--- src/rtl/mem_port_arbiter.sv ---
// mem_port_arbiter: shares one single-port unified memory between the IF and
// MEM pipeline stages. MEM has priority. A starvation counter forces an IF
// grant after STARVE_MAX back-to-back MEM grants taken while IF was waiting.
module mem_port_arbiter #(
    parameter int unsigned ADDR_W     = 32,
    parameter int unsigned DATA_W     = 32,
    parameter int unsigned MEM_LAT    = 1,
    parameter int unsigned STARVE_MAX = 4
) (
    input  logic              clk_i,
    input  logic              rst_ni,
    // IF stage port (read only)
    input  logic              if_req_i,
    input  logic [ADDR_W-1:0] if_addr_i,
    output logic              if_ready_o,
    output logic [DATA_W-1:0] if_rdata_o,
    // MEM stage port
    input  logic              mem_req_i,
    input  logic              mem_we_i,
    input  logic [ADDR_W-1:0] mem_addr_i,
    input  logic [DATA_W-1:0] mem_wdata_i,
    output logic              mem_ready_o,
    output logic [DATA_W-1:0] mem_rdata_o,
    // Memory pins
    output logic              m_en_o,
    output logic              m_we_o,
    output logic [ADDR_W-1:0] m_addr_o,
    output logic [DATA_W-1:0] m_wdata_o,
    input  logic [DATA_W-1:0] m_rdata_i,
    // Pipeline stall
    output logic              pipe_stall_o
);

    localparam logic [1:0] S_IDLE = 2'd0;
    localparam logic [1:0] S_WAIT = 2'd1;
    localparam logic [1:0] S_RESP = 2'd2;

    localparam logic [2:0] LAT_INIT   = 3'(MEM_LAT);
    localparam logic [3:0] STARVE_LIM = 4'(STARVE_MAX);

    logic [1:0]        state_q,       state_d;
    logic              gnt_is_mem_q,  gnt_is_mem_d;
    logic              gnt_we_q,      gnt_we_d;
    logic [2:0]        lat_cnt_q,     lat_cnt_d;
    logic [3:0]        starve_cnt_q,  starve_cnt_d;
    logic              m_en_q,        m_en_d;
    logic              m_we_q,        m_we_d;
    logic [ADDR_W-1:0] m_addr_q,      m_addr_d;
    logic [DATA_W-1:0] m_wdata_q,     m_wdata_d;
    logic              if_ready_q,    if_ready_d;
    logic              mem_ready_q,   mem_ready_d;
    logic [DATA_W-1:0] if_rdata_q,    if_rdata_d;
    logic [DATA_W-1:0] mem_rdata_q,   mem_rdata_d;
    logic              grant_mem;

    // Arbitration, access sequencing and response capture.
    always_comb begin
        state_d      = state_q;
        gnt_is_mem_d = gnt_is_mem_q;
        gnt_we_d     = gnt_we_q;
        lat_cnt_d    = lat_cnt_q;
        starve_cnt_d = starve_cnt_q;
        m_en_d       = 1'b0;
        m_we_d       = 1'b0;
        m_addr_d     = m_addr_q;
        m_wdata_d    = m_wdata_q;
        if_ready_d   = 1'b0;
        mem_ready_d  = 1'b0;
        if_rdata_d   = if_rdata_q;
        mem_rdata_d  = mem_rdata_q;
        grant_mem    = 1'b0;

        case (state_q)
            S_IDLE: begin
                if (mem_req_i || if_req_i) begin
                    grant_mem    = mem_req_i && !(if_req_i && (starve_cnt_q == STARVE_LIM));
                    gnt_is_mem_d = grant_mem;
                    gnt_we_d     = grant_mem && mem_we_i;
                    m_addr_d     = grant_mem ? mem_addr_i : if_addr_i;
                    m_wdata_d    = mem_wdata_i;
                    m_we_d       = grant_mem && mem_we_i;
                    m_en_d       = 1'b1;
                    lat_cnt_d    = LAT_INIT;
                    if (grant_mem && if_req_i) begin
                        starve_cnt_d = (starve_cnt_q == STARVE_LIM) ? STARVE_LIM
                                                                   : 4'(starve_cnt_q + 4'd1);
                    end else begin
                        starve_cnt_d = '0;
                    end
                    state_d = S_WAIT;
                end
            end
            S_WAIT: begin
                // The m_en cycle is the address phase; latency counting starts
                // after the memory has captured, so ready lands MEM_LAT+1 edges
                // after the grant.
                if (!m_en_q) begin
                    if (lat_cnt_q == 3'd1) begin
                        lat_cnt_d = '0;
                        if (gnt_is_mem_q) begin
                            mem_ready_d = 1'b1;
                            if (!gnt_we_q) begin
                                mem_rdata_d = m_rdata_i;
                            end
                        end else begin
                            if_ready_d = 1'b1;
                            if_rdata_d = m_rdata_i;
                        end
                        state_d = S_RESP;
                    end else begin
                        lat_cnt_d = lat_cnt_q - 3'd1;
                    end
                end
            end
            S_RESP: begin
                state_d = S_IDLE;
            end
            default: begin
                state_d = S_IDLE;
            end
        endcase
    end

    // State and output registers with asynchronous active-low reset.
    always_ff @(posedge clk_i or negedge rst_ni) begin
        if (!rst_ni) begin
            state_q      <= S_IDLE;
            gnt_is_mem_q <= 1'b0;
            gnt_we_q     <= 1'b0;
            lat_cnt_q    <= '0;
            starve_cnt_q <= '0;
            m_en_q       <= 1'b0;
            m_we_q       <= 1'b0;
            m_addr_q     <= '0;
            m_wdata_q    <= '0;
            if_ready_q   <= 1'b0;
            mem_ready_q  <= 1'b0;
            if_rdata_q   <= '0;
            mem_rdata_q  <= '0;
        end else begin
            state_q      <= state_d;
            gnt_is_mem_q <= gnt_is_mem_d;
            gnt_we_q     <= gnt_we_d;
            lat_cnt_q    <= lat_cnt_d;
            starve_cnt_q <= starve_cnt_d;
            m_en_q       <= m_en_d;
            m_we_q       <= m_we_d;
            m_addr_q     <= m_addr_d;
            m_wdata_q    <= m_wdata_d;
            if_ready_q   <= if_ready_d;
            mem_ready_q  <= mem_ready_d;
            if_rdata_q   <= if_rdata_d;
            mem_rdata_q  <= mem_rdata_d;
        end
    end

    // Output mapping; stall is combinational from the live requests.
    always_comb begin
        m_en_o       = m_en_q;
        m_we_o       = m_we_q;
        m_addr_o     = m_addr_q;
        m_wdata_o    = m_wdata_q;
        if_ready_o   = if_ready_q;
        if_rdata_o   = if_rdata_q;
        mem_ready_o  = mem_ready_q;
        mem_rdata_o  = mem_rdata_q;
        pipe_stall_o = (if_req_i & ~if_ready_q) | (mem_req_i & ~mem_ready_q);
    end

endmodule
--- config.mk ---
export PLATFORM = sky130hd
export DESIGN_NAME = mem_port_arbiter
export DESIGN_NICKNAME = d
export VERILOG_FILES = /design/src/rtl/mem_port_arbiter.sv
export SDC_FILE = /design/constraint.sdc
export NUM_CORES = 1
export LEC_CHECK = 0
export CAP_MARGIN = 20
export CORE_MARGIN = 5
export CORE_UTILIZATION = 31
export CTS_BUF_LIST = sky130_fd_sc_hd__clkbuf_4
export DETAILED_ROUTE_END_ITERATION = 12
export PLACE_DENSITY = 0.65
export SLEW_MARGIN = 20
export SYNTH_ARGS = -nofsm -noshare
export SYNTH_HDL_FRONTEND = slang
export SYNTH_SLANG_ARGS = --single-unit
--- constraint.sdc ---
create_clock -name clk_i -period 3.4 [get_ports clk_i]
set_clock_uncertainty 0.2 [all_clocks]
set_input_delay 1.02 -clock clk_i [delete_from_list [all_inputs] [get_ports clk_i]]
set_output_delay 1.02 -clock clk_i [all_outputs]
set_load 0.01 [all_outputs]
==> out/qor.txt, run 1 <==
Status: complete, no violations
Initial DRC count: 163
Clock Tree Buf Depth: 2
Core area: 18710 um2
Final setup vio count: 0
Syn_nets: 655
Avg Cell Area, Syn: 11.35 um2
Row cnt: 50
Max_cap viols: 0
DRC violations left: 0
Cts bufs inserted: 17
Postcts setup bufs: 0
Cts hold-fix bufs: 0
Yosys reg bits: 143
CP cell instances: clkdlybuf4s50_1 -> inv_1 -> o22ai_1 -> buf_4 -> dlygate4sd2_1
Hold Vio Cnt, Final: 0
Critical Path Max Stage Delay: 0.48 ns
Antenna-violating nets left: 0
# nets final: 925
Post-Syn Instances: 518
First-pass GRT wire length: 26.78 mm
Final Cycle Share: 0.9811
Worst-Skew Late Latency: 0.52 ns
Total Wirelength: 16.94 mm
Register area share after synthesis: 0.6088
CP required: 2.18 ns
RePlAce Congestion: 0.7831
Die X: 147.7 um
Fill count: 1712
R2r setup slk: 0.87 ns
Clk pin slew, worst setup/hold paths: 0.15 ns
TritonRoute pass-1 iters: 4
IO Pins: 266
Cell Pwr Density: 924.3 nW/um2
WP buf/inv: 4
Maximum fanout along the worst path: 2
Commonest non-fill, non-tap cell in the layout: clkdlybuf4s50_1
Starting density of the core: 0.3142
Leakage: 4.057 nW
Synth warn: 0
CTS tree: yes
Synthesized cell area: 5878 um2
Gr usage total: 0.1557
CP max stage cell: clkdlybuf4s50_1
RSZ-0062 raised after global routing: no
Crit path kind: primary input to output pin
Critical Path AT: 2.12 ns
Most frequent cells in the layout: 263 x clkdlybuf4s50_1, 143 x dfrtp_1, 135 x nand2_1
Crit path max-delay family: buffers and inverters
F_max: 299.8 MHz
H-Tree Level Count: 4
Antenna violations before repair: 1
Vias in the first global route: 4961
Count of cell types in the netlist: 35
Die Area: 21820 um2
Fin Hold WS: 0.1072 ns
Die H: 147.7 um
Layout area overhead: 54.70%
Largest net degree at the start of global routing: 60
Final critical-path required period: 3.336 ns
Critical path endpoint category: output pin
Post-DP HPWL: 12.05 mm
Routed vias: 4756
Wire per inst: 16.33 um
Final-report max-slew violation count: 0
Hold/Removal Path Class: primary input to asynchronous set/reset pin
Clock sinks: 143
I/O Buffers: 265
Worst-margin pin slew: 0.7070 ns
Root Buffer: clkbuf_4
DR vias/cell: 4.586
Proportion of layout cells with a drive suffix above 1: 0.1448
Post-route setup TNS: 0 ns
Peak supply drop: 0.3860 mV
Worst slew margin: 0.5287
Startpoint types: primary input
Global route overflow: 0
## cells by family after synthesis
group,share of synthesized area
compound gates,0.07152
flops,0.6088
fa+ha+maj,0.008515
mux,0.1418
buf+inv,0.03278
simple gates,0.1367
## Yosys cell counts (all sizes together)
| master | instances | share of area |
|---|---|---|
| o21ai | 6 | 0.0051 |
| clkbuf | 18 | 0.011 |
| o31ai | 1 | 0.0013 |
| a21oi | 66 | 0.056 |
| nand4b | 2 | 0.0030 |
| nor2b | 2 | 0.0021 |
| o41ai | 1 | 0.0015 |
| or3b | 1 | 0.0015 |
| nor3b | 1 | 0.0013 |
| or2b | 1 | 0.0013 |
| and3 | 1 | 0.0011 |
| a21o | 1 | 0.0013 |
| nor2 | 36 | 0.026 |
| nand2 | 135 | 0.086 |
| nand3 | 4 | 0.0034 |
| mux2 | 64 | 0.14 |
| nor3 | 3 | 0.0045 |
| and2 | 2 | 0.0021 |
| ha | 4 | 0.0085 |
| a22o | 1 | 0.0015 |
| nand2b | 1 | 0.0011 |
| buf | 11 | 0.016 |
| dfrtp | 143 | 0.61 |
| nand3b | 1 | 0.0034 |
| a211o | 1 | 0.0015 |
| inv | 8 | 0.0051 |
| a31oi | 1 | 0.0011 |
| o22ai | 2 | 0.0021 |
## power by group
part | internal, mW | switching (mW) | leakage [nW] | total [mW]
Sequential | 2.55 | 0.484 | 1.69 | 3.03
Combinational | 2.41 | 1.83 | 2.22 | 4.23
Clock | 0.455 | 0.683 | 0.141 | 1.14
## final timing paths
check / from / to / depth (start not counted)
setup / recovery: if_req_i / pipe_stall_o / 5
hold / removal: rst_ni / if_rdata_o[11] / 1
setup reg to reg: m_en_o / mem_rdata_o[9] / 4
hold reg to reg: m_wdata_o[27] / m_wdata_o[27] / 2
max in group asynchronous: rst_ni / m_addr_o[21] / 2
min in group clk_i: m_wdata_o[27] / m_wdata_o[27] / 2
## repair_timing
item	4_1_cts	5_1_grt
gates resized for setup	1	0
endpoints found under the hold margin	0	0
endpoints found under the setup margin	1	0
## stage by stage
stage / power, mW / cells / cell area, um2 / worst slack, ns / util
final: 8.406 / 1037 / 9094 / 0.06425 / 0.4862
after global routing: 9.015 / 1037 / 9094 / 0.04194 / 0.4862
after CTS: 8.533 / 1035 / 9089 / 0.05804 / 0.4859
after detailed placement: 7.364 / 1003 / 8798 / -0.2047 / 0.4704
after global placement: 7.306 / 1003 / 8798 / -0.2055 / 0.4704
after floorplan: 5.114 / 518 / 5878 / 0.9019 / -
## cell type report
type | instances | area [um2] | area share
multi-input combinational | 338 | 2118 | 0.2329
sequential | 143 | 3578 | 0.3935
inverter | 8 | 30.03 | 0.003302
timing repair buffer | 280 | 2778 | 0.3054
antenna | 2 | 5.005 | 0.0005504
clock buffer | 18 | 135.1 | 0.01486
clock inverter | 14 | 156.4 | 0.01720
tap | 234 | 292.8 | 0.03220
## registers in the layout (all words and copies together) (netlist names)
register / count
m_wdata_o: 32
m_en_o: 1
if_ready_o: 1
mem_ready_o: 1
m_addr_o: 32
mem_rdata_o: 32
state_q: 2
lat_cnt_q: 3
m_we_o: 1
if_rdata_o: 32
gnt_is_mem_q: 1
starve_cnt_q: 4
gnt_we_q: 1
## layer usage
| metal | up-vias | global-route usage | wire length [um] |
|---|---|---|---|
| li1 | 2272 | - | - |
| met5 | - | 0 | 0 |
| met3 | 11 | 0.06683 | 1679 |
| met2 | 205 | 0.2423 | 7552 |
| met1 | 2268 | 0.1987 | 7482 |
| met4 | 0 | 0.04427 | 222 |
Note: power is estimated with default switching activity, not from simulation.
==> run 2, diff against run 1 <==
SLEW_MARGIN = 10   (was 20)
==> results of run 2 <==
Same layout as run 1: the final DEF is identical, and so are final timing and power.
